**config.mk**
```make
export PLATFORM = sky130hd
export DESIGN_NAME = pattern_detector_moore_flat
export DESIGN_NICKNAME = d
export VERILOG_FILES = /design/src/rtl/pattern_detector_moore_if.sv /design/src/rtl/pattern_detector_moore.sv /design/src/flat_wrapper.sv
export SDC_FILE = /design/constraint.sdc
export NUM_CORES = 1
export LEC_CHECK = 0
export CAP_MARGIN = 10
export CELL_PAD_IN_SITES_DETAIL_PLACEMENT = 1
export CELL_PAD_IN_SITES_GLOBAL_PLACEMENT = 1
export CORE_ASPECT_RATIO = 2
export CORE_UTILIZATION = 34
export CTS_CLUSTER_SIZE = 20
export DETAILED_ROUTE_END_ITERATION = 16
export PLACE_DENSITY_LB_ADDON = 0.1
export RECOVER_POWER = 25
export SLEW_MARGIN = 20
export SYNTH_ARGS = -nofsm -noshare
export SYNTH_HDL_FRONTEND = slang
export SYNTH_SLANG_ARGS = --single-unit
```
**constraint.sdc**
```tcl
create_clock -name clk -period 5.45 [get_ports clk]
set_input_delay 1.635 -clock clk [delete_from_list [all_inputs] [get_ports clk]]
set_output_delay 1.635 -clock clk [all_outputs]
set_load 0.005 [all_outputs]
```
**src/rtl/pattern_detector_moore_if.sv**
```systemverilog
// Bundle of the serial-stream, pattern-programming and match-report signals
// for pattern_detector_moore. The master drives the stream and the controls;
// the slave (the detector) returns the match pulse and the match count.
interface pattern_detector_moore_if #(
    parameter int PAT_W = 4,
    parameter int CNT_W = 8
);
    logic             a;
    logic             valid;
    logic             load;
    logic [PAT_W-1:0] pattern;
    logic             overlap;
    logic             y;
    logic [CNT_W-1:0] match_count;
    logic             count_sat;

    modport master (
        output a, valid, load, pattern, overlap,
        input  y, match_count, count_sat
    );

    modport slave (
        input  a, valid, load, pattern, overlap,
        output y, match_count, count_sat
    );
endinterface

```
**src/rtl/pattern_detector_moore.sv**
```systemverilog
// Serial bit-pattern detector, Moore style. Bits qualified by valid are
// shifted into a history register; once PAT_W bits are held and the history
// equals the active pattern, a one-cycle registered match pulse is raised and
// a saturating match counter advances. The pattern and overlap mode can be
// reprogrammed at runtime with load, which also clears detection state.
module pattern_detector_moore #(
    parameter int               PAT_W     = 4,
    parameter int               CNT_W     = 8,
    parameter logic [PAT_W-1:0] RESET_PAT = 4'b1011,
    parameter logic             RESET_OVL = 1'b1
) (
    input  logic                      clk,
    input  logic                      reset,
    pattern_detector_moore_if.slave   bus
);

    // fill counts 0..PAT_W inclusive, so it needs one extra code point.
    localparam int FILL_W = $clog2(PAT_W + 1);
    localparam logic [FILL_W-1:0] FILL_FULL = FILL_W'(PAT_W);

    logic [PAT_W-1:0]  shreg;
    logic [FILL_W-1:0] fill;
    logic [PAT_W-1:0]  pat_reg;
    logic              ovl_reg;
    logic              y_r;
    logic [CNT_W-1:0]  cnt_r;

    logic [PAT_W-1:0]  ns;
    logic [FILL_W-1:0] nf;
    logic              hit;
    logic              cnt_full;

    // Candidate next history, next fill level and match decision for a valid bit.
    always_comb begin
        ns  = {shreg[PAT_W-2:0], bus.a};
        nf  = (fill == FILL_FULL) ? FILL_FULL : fill + FILL_W'(1);
        hit = (nf == FILL_FULL) && (ns == pat_reg);
    end

    assign cnt_full = &cnt_r;

    // Detection state, programmed configuration and registered match outputs.
    always_ff @(posedge clk or posedge reset) begin
        if (reset) begin
            shreg   <= '0;
            fill    <= '0;
            pat_reg <= RESET_PAT;
            ovl_reg <= RESET_OVL;
            y_r     <= 1'b0;
            cnt_r   <= '0;
        end else if (bus.load) begin
            // A bit presented alongside load is deliberately dropped: the new
            // pattern starts from an empty history.
            pat_reg <= bus.pattern;
            ovl_reg <= bus.overlap;
            shreg   <= '0;
            fill    <= '0;
            y_r     <= 1'b0;
            cnt_r   <= '0;
        end else if (bus.valid) begin
            shreg <= ns;
            if (hit) begin
                y_r <= 1'b1;
                if (!cnt_full) begin
                    cnt_r <= cnt_r + CNT_W'(1);
                end
                // Without overlap the matched bits are consumed, so the next
                // match must be built from PAT_W fresh bits.
                fill <= ovl_reg ? nf : '0;
            end else begin
                y_r  <= 1'b0;
                fill <= nf;
            end
        end else begin
            y_r <= 1'b0;
        end
    end

    assign bus.y           = y_r;
    assign bus.match_count = cnt_r;
    assign bus.count_sat   = cnt_full;

endmodule

```
**src/flat_wrapper.sv**
```systemverilog
// flat-port wrapper written by rule: the top's interface ports become plain ports
module pattern_detector_moore_flat 
#(
    parameter int               PAT_W     = 4,
    parameter int               CNT_W     = 8,
    parameter logic [PAT_W-1:0] RESET_PAT = 4'b1011,
    parameter logic             RESET_OVL = 1'b1
)
  (clk, reset, bus_a, bus_valid, bus_load, bus_pattern, bus_overlap, bus_y, bus_match_count, bus_count_sat);
  pattern_detector_moore_if #(.PAT_W(PAT_W), .CNT_W(CNT_W)) bus_i ();
  input  logic clk;
  input  logic reset;
  input wire logic [$bits(bus_i.a)-1:0] bus_a;
  input wire logic [$bits(bus_i.valid)-1:0] bus_valid;
  input wire logic [$bits(bus_i.load)-1:0] bus_load;
  input wire logic [$bits(bus_i.pattern)-1:0] bus_pattern;
  input wire logic [$bits(bus_i.overlap)-1:0] bus_overlap;
  output wire logic [$bits(bus_i.y)-1:0] bus_y;
  output wire logic [$bits(bus_i.match_count)-1:0] bus_match_count;
  output wire logic [$bits(bus_i.count_sat)-1:0] bus_count_sat;
  assign bus_i.a = bus_a;
  assign bus_i.valid = bus_valid;
  assign bus_i.load = bus_load;
  assign bus_i.pattern = bus_pattern;
  assign bus_i.overlap = bus_overlap;
  assign bus_y = bus_i.y;
  assign bus_match_count = bus_i.match_count;
  assign bus_count_sat = bus_i.count_sat;
  pattern_detector_moore #(.PAT_W(PAT_W), .CNT_W(CNT_W), .RESET_PAT(RESET_PAT), .RESET_OVL(RESET_OVL)) u_core (.clk(clk), .reset(reset), .bus(bus_i));
endmodule
```
Yosys cells after proc, flatten, opt, wreduce, memory -nomap -nowiden
Index checks and enable logic that the tools add are counted.
{ "totals": {"register_bits": 20, "in_bits": 10, "output_inout_bits": 10, "word_cells": 31} }
{ "op_classes": {"addsub": 2, "eq_ne": 4, "mux": 14, "n_reduce_logical": 5} }
{ "op_table": {"columns": ["cell", "n"], "rows": [
  ["$mux 8", 4],
  ["$mux 3", 7],
  ["$add 8x1->8 const B", 1],
  ["$reduce_and 8->1", 1],
  ["$eq 3x3->1 const B", 2],
  ["$eq 4x4->1", 1],
  ["$reduce_bool 2->1", 2],
  ["$add 3x1->3 const B", 1],
  ["$mux 1", 3],
  ["$reduce_and 3->1", 1],
  ["$ne 2x2->1 const B", 1],
  ["$logic_and 1x1->1", 1]
]} }

Longest topological paths before layout
Gate-level depths: netlist of the first run.
{ "depth": {"depth_word": 7, "depth_mapped": 6, "ltp_nobuf": 6} }

Worst setup path after synthesis of the first run
OpenSTA, ideal clock, no wires.
{ "synth_timing": {"path_kind": "input to register", "start": "input port bus_valid", "end": "register u_core.cnt_r[3], in the netlist u_core.bus.match_count[3]", "arrival_ps": 2848, "required_ps": 5325, "path_slack_ps": 2477, "path_stages": 5, "path_buffers": 1, "path_cell_list": "buf_2 -> nor2b_1 -> nand4_1 -> nor4_1 -> mux2_2"} }
{ "synth_via": {"elab_chain_len": 2} }
{ "synth_lines": {"columns": ["item", "line_no", "source"], "rows": [
  ["from (decl)", "flat_wrapper.sv:14", "input wire logic [$bits(bus_i.valid)-1:0] bus_valid;"],
  ["$reduce_bool 2->1 (no source line)", null, null],
  ["$reduce_and 3->1 (no source line)", null, null],
  ["to (signal assigned)", "pattern_detector_moore.sv:65", "cnt_r <= cnt_r + CNT_W'(1);"],
  ["to (decl)", "pattern_detector_moore.sv:26", "logic [CNT_W-1:0] cnt_r;"]
]} }
Every way passes these cells.
A chain may end at the register's enable or synchronous reset.

Worst setup path after layout of the first run
{ "layout_timing": {"start": "register u_core.cnt_r[0], in the netlist u_core.bus.match_count[0]", "end": "output port bus_count_sat"} }
{ "layout_via": {"elab_chain_len": 1} }
{ "layout_lines": {"columns": ["item", "line_no", "source"], "rows": [
  ["$reduce_and 8->1", "pattern_detector_moore.sv:40", "assign cnt_full = &cnt_r;"],
  ["to (decl)", "flat_wrapper.sv:20", "output wire logic [$bits(bus_i.count_sat)-1:0] bus_count_sat;"]
]} }
Every way passes these cells.

==> flow_summary.yaml, run 1 <==
status:
  status: "finished clean"
synth:
  syn_nets: 112
  synth_top_cell_area_share_pct: 37.1
  ys.warnings.count: 0
  ys_ff_latch: 20
  yosys.area.top_type: "dfrtp_1"
  ys_seq_area_share_pct: 46.9
  yosysMostFrequentCell: "dfrtp_1"
  ys.flop_type: "dfrtp_1"
  synthArstFlopShare_pct: 100
  syn_inst: 99
  synth-edff-count: 0
  synth.avg_cell_area_um2: 10.9
  synth_area_leaders: "dfrtp_1 (37%), dfstp_2 (9.7%), mux2_2 (8.4%), mux2i_1 (4.6%), nor2b_1 (4.6%)"
  netlist_area_um2: 1080
  yosysUniqueCellTypes: 29
  ys_top_cells_by_count: "dfrtp_1 (16), nor2_1 (10), mux2_2 (8), nor2b_1 (8), mux2i_1 (5)"
global_route:
  grt_use_met3_pct: 1.98
  antenna_found_initial: 0
  gr-usage-met2_pct: 32.2
  use_met1_pct: 17.7
  grt_pass1_vias: 925
  grt_use_total_pct: 17.1
  grt_start_max_net_pins: 26
  grt_remaining_overflow: 0
  busiest_layer: "met2"
  grt_pass1_wl_um: 4370
finish:
  fillers: 340
  layout.nets: 132
  largest_reg_flops: 8
  antenna-diode-count: 0
  multi_input_area_um2: 542
  drive_above_1_share_pct: 14.4
  seq_area_um2: 505
  layout-area-overhead-vs-synth_pct: 24.7
timing:
  timing_hold_violations_final: 0
  max_freq_mhz: 277
  fin_hold_ws_ns: 0.538
  fin_crit_sh_pct: 66.3
  tns_ns: 0
  rsz0062_at_grt: "false"
  finClkSkew_ns: 0.00276
  worst_slew_pin_slew_ns: 0.941
  drv_slew: 0
  setup-violations-final: 0
  slew_headroom_pct: 37.0
  period_needed_ns: 3.61
clock_network:
  cts_sinks: 20
  numCtsBuffers: 3
  ctsHoldBuffers: 0
  cts_setup_buffers: 0
  clk_pin_slew_ns: 0.07
  insertion_delay_ns: 0.26
  cts_tree: "built"
  root_buffer: "clkbuf_8"
  clk_path_buf_depth: 2
  cts.htree.levels: 1
  ctsResizeCount: 0
routing:
  drt_iter0_drc: 12
  wl_um: 2530
  ant_nets: 0
  drc: 0
  num_vias: 857
  via_per_inst: 5.79
  firstDrtPassIters: 3
  wl_per_cell_um: 17.1
critical_path:
  criticalPathCategory: "flip-flop to primary output"
  cp.required_ns: 3.82
  slowest_stage: "clkdlybuf4s50_1"
  crit_fanout: 10
  path_cells: "ha_1, and4_1, clkdlybuf4s50_1"
  critPathMaxStageDelay_ns: 0.57
  crit_family: "buffers and inverters"
  arrival_ns: 1.98
  startpoint_type: "flip-flop"
  end_kind: "primary output"
  path_buf_inv: 1
pwr:
  power.leakage_nw: 0.543
  p_clk_share_pct: 37.0
  seq_power_share_pct: 52.0
  p_total_w: 0.000310
  combPwrFrac_pct: 11.0
  power_density_nw_per_um2: 230
  netSwitchingPower_w: 0.0000727
  p_sw_share_pct: 23.4
  peakVddDrop_mv: 0.139
  internal-power_w: 0.000237
die:
  die_h_um: 81.7
  coreArea_um2: 2980
  start_util_pct: 36.2
  row_count: 28
  dieArea_um2: 3420
  num_io_pins: 20
  die_w_um: 41.8
run:
  maxCapViolCount: 0
place:
  io_buffers: 19
  hpwl_um: 1880
  finalWeightedCongestion: 0.714
min_path:
  min_path_type: "flip-flop to flip-flop"
stage by stage:
| stage | instance area [µm²] | util [%] | worst slack (ns) | instances |
|---|---|---|---|---|
| floorplan | 1080 | - | 2.48 | 99 |
| global placement | 1290 | 43.3 | 1.76 | 144 |
| detailed placement | 1290 | 43.3 | 1.70 | 144 |
| CTS | 1350 | 45.2 | 1.83 | 148 |
| global route | 1350 | 45.2 | 1.72 | 148 |
| finish | 1350 | 45.2 | 1.84 | 148 |
routing by layer:
metal / routed length [µm] / up-vias / share of wire, %
met4: 63 / 0 / 2.5
li1: - / 410 / -
met2: 1410 / 15 / 56
met5: 0 / - / 0
met3: 71 / 5 / 2.8
met1: 984 / 427 / 39
power groups by stage:
stage	clock network (W)	logic, W	registers [W]
after floorplan	0	0.0000228	0.000163
after global placement	0	0.0000337	0.000164
after detailed placement	0	0.0000350	0.000164
after CTS	0.000119	0.0000352	0.000162
after global routing	0.000123	0.0000383	0.000162
final	0.000115	0.0000340	0.000161
cells by family after synthesis:
kind of cell	after synthesis	synth area share [%]
AOI/OAI and AO/OA	15	11.0
xor gates and xnor gates	4	3.25
adders and majority gates	3	3.48
buffers and inverters	8	2.90
DFF	20	46.9
muxes	13	13.0
and+or+nand+nor	36	19.5
area by class of cell:
| type | instances | share of cell area, % |
|---|---|---|
| multi-input combinational | 71 | 40.3 |
| clock buffer | 4 | 4.09 |
| sequential | 20 | 37.6 |
| inverter | 4 | 1.12 |
| timing repair buffer | 19 | 14.1 |
| tap | 30 | 2.79 |
worst paths after layout:
check / cells past startpoint / startpoint / slack [ns] / end
hold / removal: 1 / u_core.pat_reg[2] / 0.54 / u_core.pat_reg[2]
setup reg to reg: 6 / u_core.fill[0] / 3.32 / u_core.bus.match_count[5]
max in group asynchronous: 2 / reset / 3.02 / u_core.shreg[1]
min in group asynchronous: 2 / reset / 1.95 / u_core.bus.match_count[7]
setup / recovery: 3 / u_core.bus.match_count[0] / 1.84 / bus_count_sat
hold reg to reg: 1 / u_core.pat_reg[2] / 0.54 / u_core.pat_reg[2]
worst register-to-register path, stage by stage (launching register included):
cell and delay [ns]:
dfrtp_1 0.40, inv_1 0.06, ha_1 0.31, nor2b_1 0.16, nand4_1 0.33, nor4_1 0.38
mux2_2 0.37
cells in the final DEF (no fill, tap or decap), types with 4 or more instances in the layout:
cell / synthesis / routed
dfrtp_1: 16 / 16
o41ai_1: 4 / 4
mux2i_1: 5 / 5
mux2_2: 8 / 8
nor2_1: 10 / 10
nand4_1: 4 / 4
nor2b_1: 8 / 8
dfstp_2: 4 / 4
a21oi_1: 4 / 4
clkdlybuf4s50_1: 0 / 18
clkbuf_8: 0 / 4
and4_1: 4 / 4
inv_1: 4 / 4
(Power assumes the default switching activity.)
==> run 2, diff against run 1 <==
Clock period 5.45 ns to 3.5 ns, I/O delays scaled along.
==> run 2 against run 1 <==
Net effect: global-route usage decreased by 0.35 points; first-iteration DRC count decreased by 25%; combinational power increased by 61%; sequential power increased by 56%.
==> flow_summary.yaml, run 2 (synthesis results as in run 1) <==
global_route:
  grt_pass1_wl_um: 4310
  grt_use_total_pct: 16.7
  grt_remaining_overflow: 0
  grt_start_max_net_pins: 24
  antenna_found_initial: 0
  grt_pass1_vias: 895
critical_path:
  slowest_stage: "clkdlybuf4s50_1"
  crit_fanout: 10
  crit_family: "buffers and inverters"
  arrival_ns: 1.99
  r2r_slack_ns: 1.37
  critPathMaxStageDelay_ns: 0.58
  end_kind: "primary output"
  cp.required_ns: 2.45
  criticalPathCategory: "flip-flop to primary output"
  path_cells: "ha_1, and4_1, clkdlybuf4s50_1"
  startpoint_type: "flip-flop"
  path_buf_inv: 1
finish:
  mostFrequentLayoutCell: "clkdlybuf4s50_1"
  drive_above_1_share_pct: 15.8
  final_cell_area_um2: 1360
  final_cell_mix: "clkdlybuf4s50_1 (18), dfrtp_1 (16), nor2_1 (10)"
  layout-area-overhead-vs-synth_pct: 26.1
  largest_reg_flops: 8
  layout.nets: 134
  antenna-diode-count: 0
timing:
  timing_hold_violations_final: 0
  max_freq_mhz: 329
  period_needed_ns: 3.04
  setup_slack_ns: 0.462
  fin_crit_sh_pct: 86.8
  setup-violations-final: 0
  drv_slew: 0
  worst_slew_pin_slew_ns: 0.892
  slew_headroom_pct: 40.3
  tns_ns: 0
  rsz0062_at_grt: "false"
  finClkSkew_ns: 0.00232
routing:
  firstDrtPassIters: 2
  ant_nets: 0
  wl_per_cell_um: 16.7
  drc: 0
  via_per_inst: 5.72
  wl_um: 2500
  drt_iter0_drc: 9
  num_vias: 858
pwr:
  power_density_nw_per_um2: 353
  power.leakage_nw: 0.553
  combPwrFrac_pct: 11.4
  peakVddDrop_mv: 0.199
  p_clk_share_pct: 36.5
  seq_power_share_pct: 52.1
  netSwitchingPower_w: 0.000110
  internal-power_w: 0.000371
  p_sw_share_pct: 22.9
status:
  status: "finished clean"
place:
  hpwl_um: 1820
  post-place-ws_ns: 0.562
  io_buffers: 19
  finalWeightedCongestion: 0.763
  place_area_um2: 1310
clock_network:
  ctsResizeCount: 0
  cts.htree.levels: 1
  clk_path_buf_depth: 2
  cts_setup_buffers: 0
  root_buffer: "clkbuf_8"
  cts_sinks: 20
  cts_tree: "built"
  clk_pin_slew_ns: 0.07
  insertion_delay_ns: 0.26
  numCtsBuffers: 3
  ctsHoldBuffers: 0
die:
  row_count: 28
  coreArea_um2: 2980
  die_w_um: 41.8
  num_io_pins: 20
  dieArea_um2: 3420
  die_h_um: 81.7
  start_util_pct: 36.2
run:
  maxCapViolCount: 0
min_path:
  min_path_type: "flip-flop to flip-flop"
-- run 2: cell types whose count changed in the layout (fill, tap and decap cells not counted), sizes merged --
cell and change:
buf +2
-- run 2: cell type report --
class | instances | area, µm²
Clock buffer | 4 | 55.1
Fill cell | 342 | 1620
Inverter | 4 | 15.0
Multi-Input combinational cell | 71 | 542
Sequential cell | 20 | 505
Tap cell | 30 | 37.5
Timing Repair Buffer | 21 | 205
-- run 2: per-layer routing --
layer  global-route usage [%]  up-vias  routed length (µm)
li1                         -      411                   -
met4                     9.68        0                  61
met3                     1.32        4                  65
met5                        0        -                   0
met1                     19.5      427                1060
met2                     29.5       16                1310
-- run 2: worst paths after layout --
check / endpoint / cells past startpoint / start
max in group asynchronous: u_core.bus.match_count[1] / 2 / reset
setup reg to reg: u_core.bus.match_count[3] / 5 / u_core.fill[0]
setup / recovery: bus_count_sat / 3 / u_core.bus.match_count[0]
hold / removal: u_core.pat_reg[2] / 1 / u_core.pat_reg[2]
min in group asynchronous: u_core.bus.match_count[6] / 2 / reset
hold reg to reg: u_core.pat_reg[2] / 1 / u_core.pat_reg[2]
-- run 2: power groups by stage --
stage / registers, W / clock network [W] / logic [W]
after floorplan: 0.000253 / 0 / 0.0000355
after global placement: 0.000255 / 0 / 0.0000545
after detailed placement: 0.000255 / 0 / 0.0000564
after CTS: 0.000251 / 0.000181 / 0.0000565
after global routing: 0.000252 / 0.000186 / 0.0000611
final: 0.000251 / 0.000175 / 0.0000549
-- run 2: through the flow --
stage          power, W  util [%]  hold slack (ns)  cells
6_report       0.000481      45.7            0.533    150
4_1_cts        0.000489      45.7            0.542    150
5_1_grt        0.000499      45.7            0.553    150
3_5_place_dp   0.000312      43.8            0.524    146
2_1_floorplan  0.000289         -            0.501     99
3_3_place_gp   0.000309      43.8            0.509    146
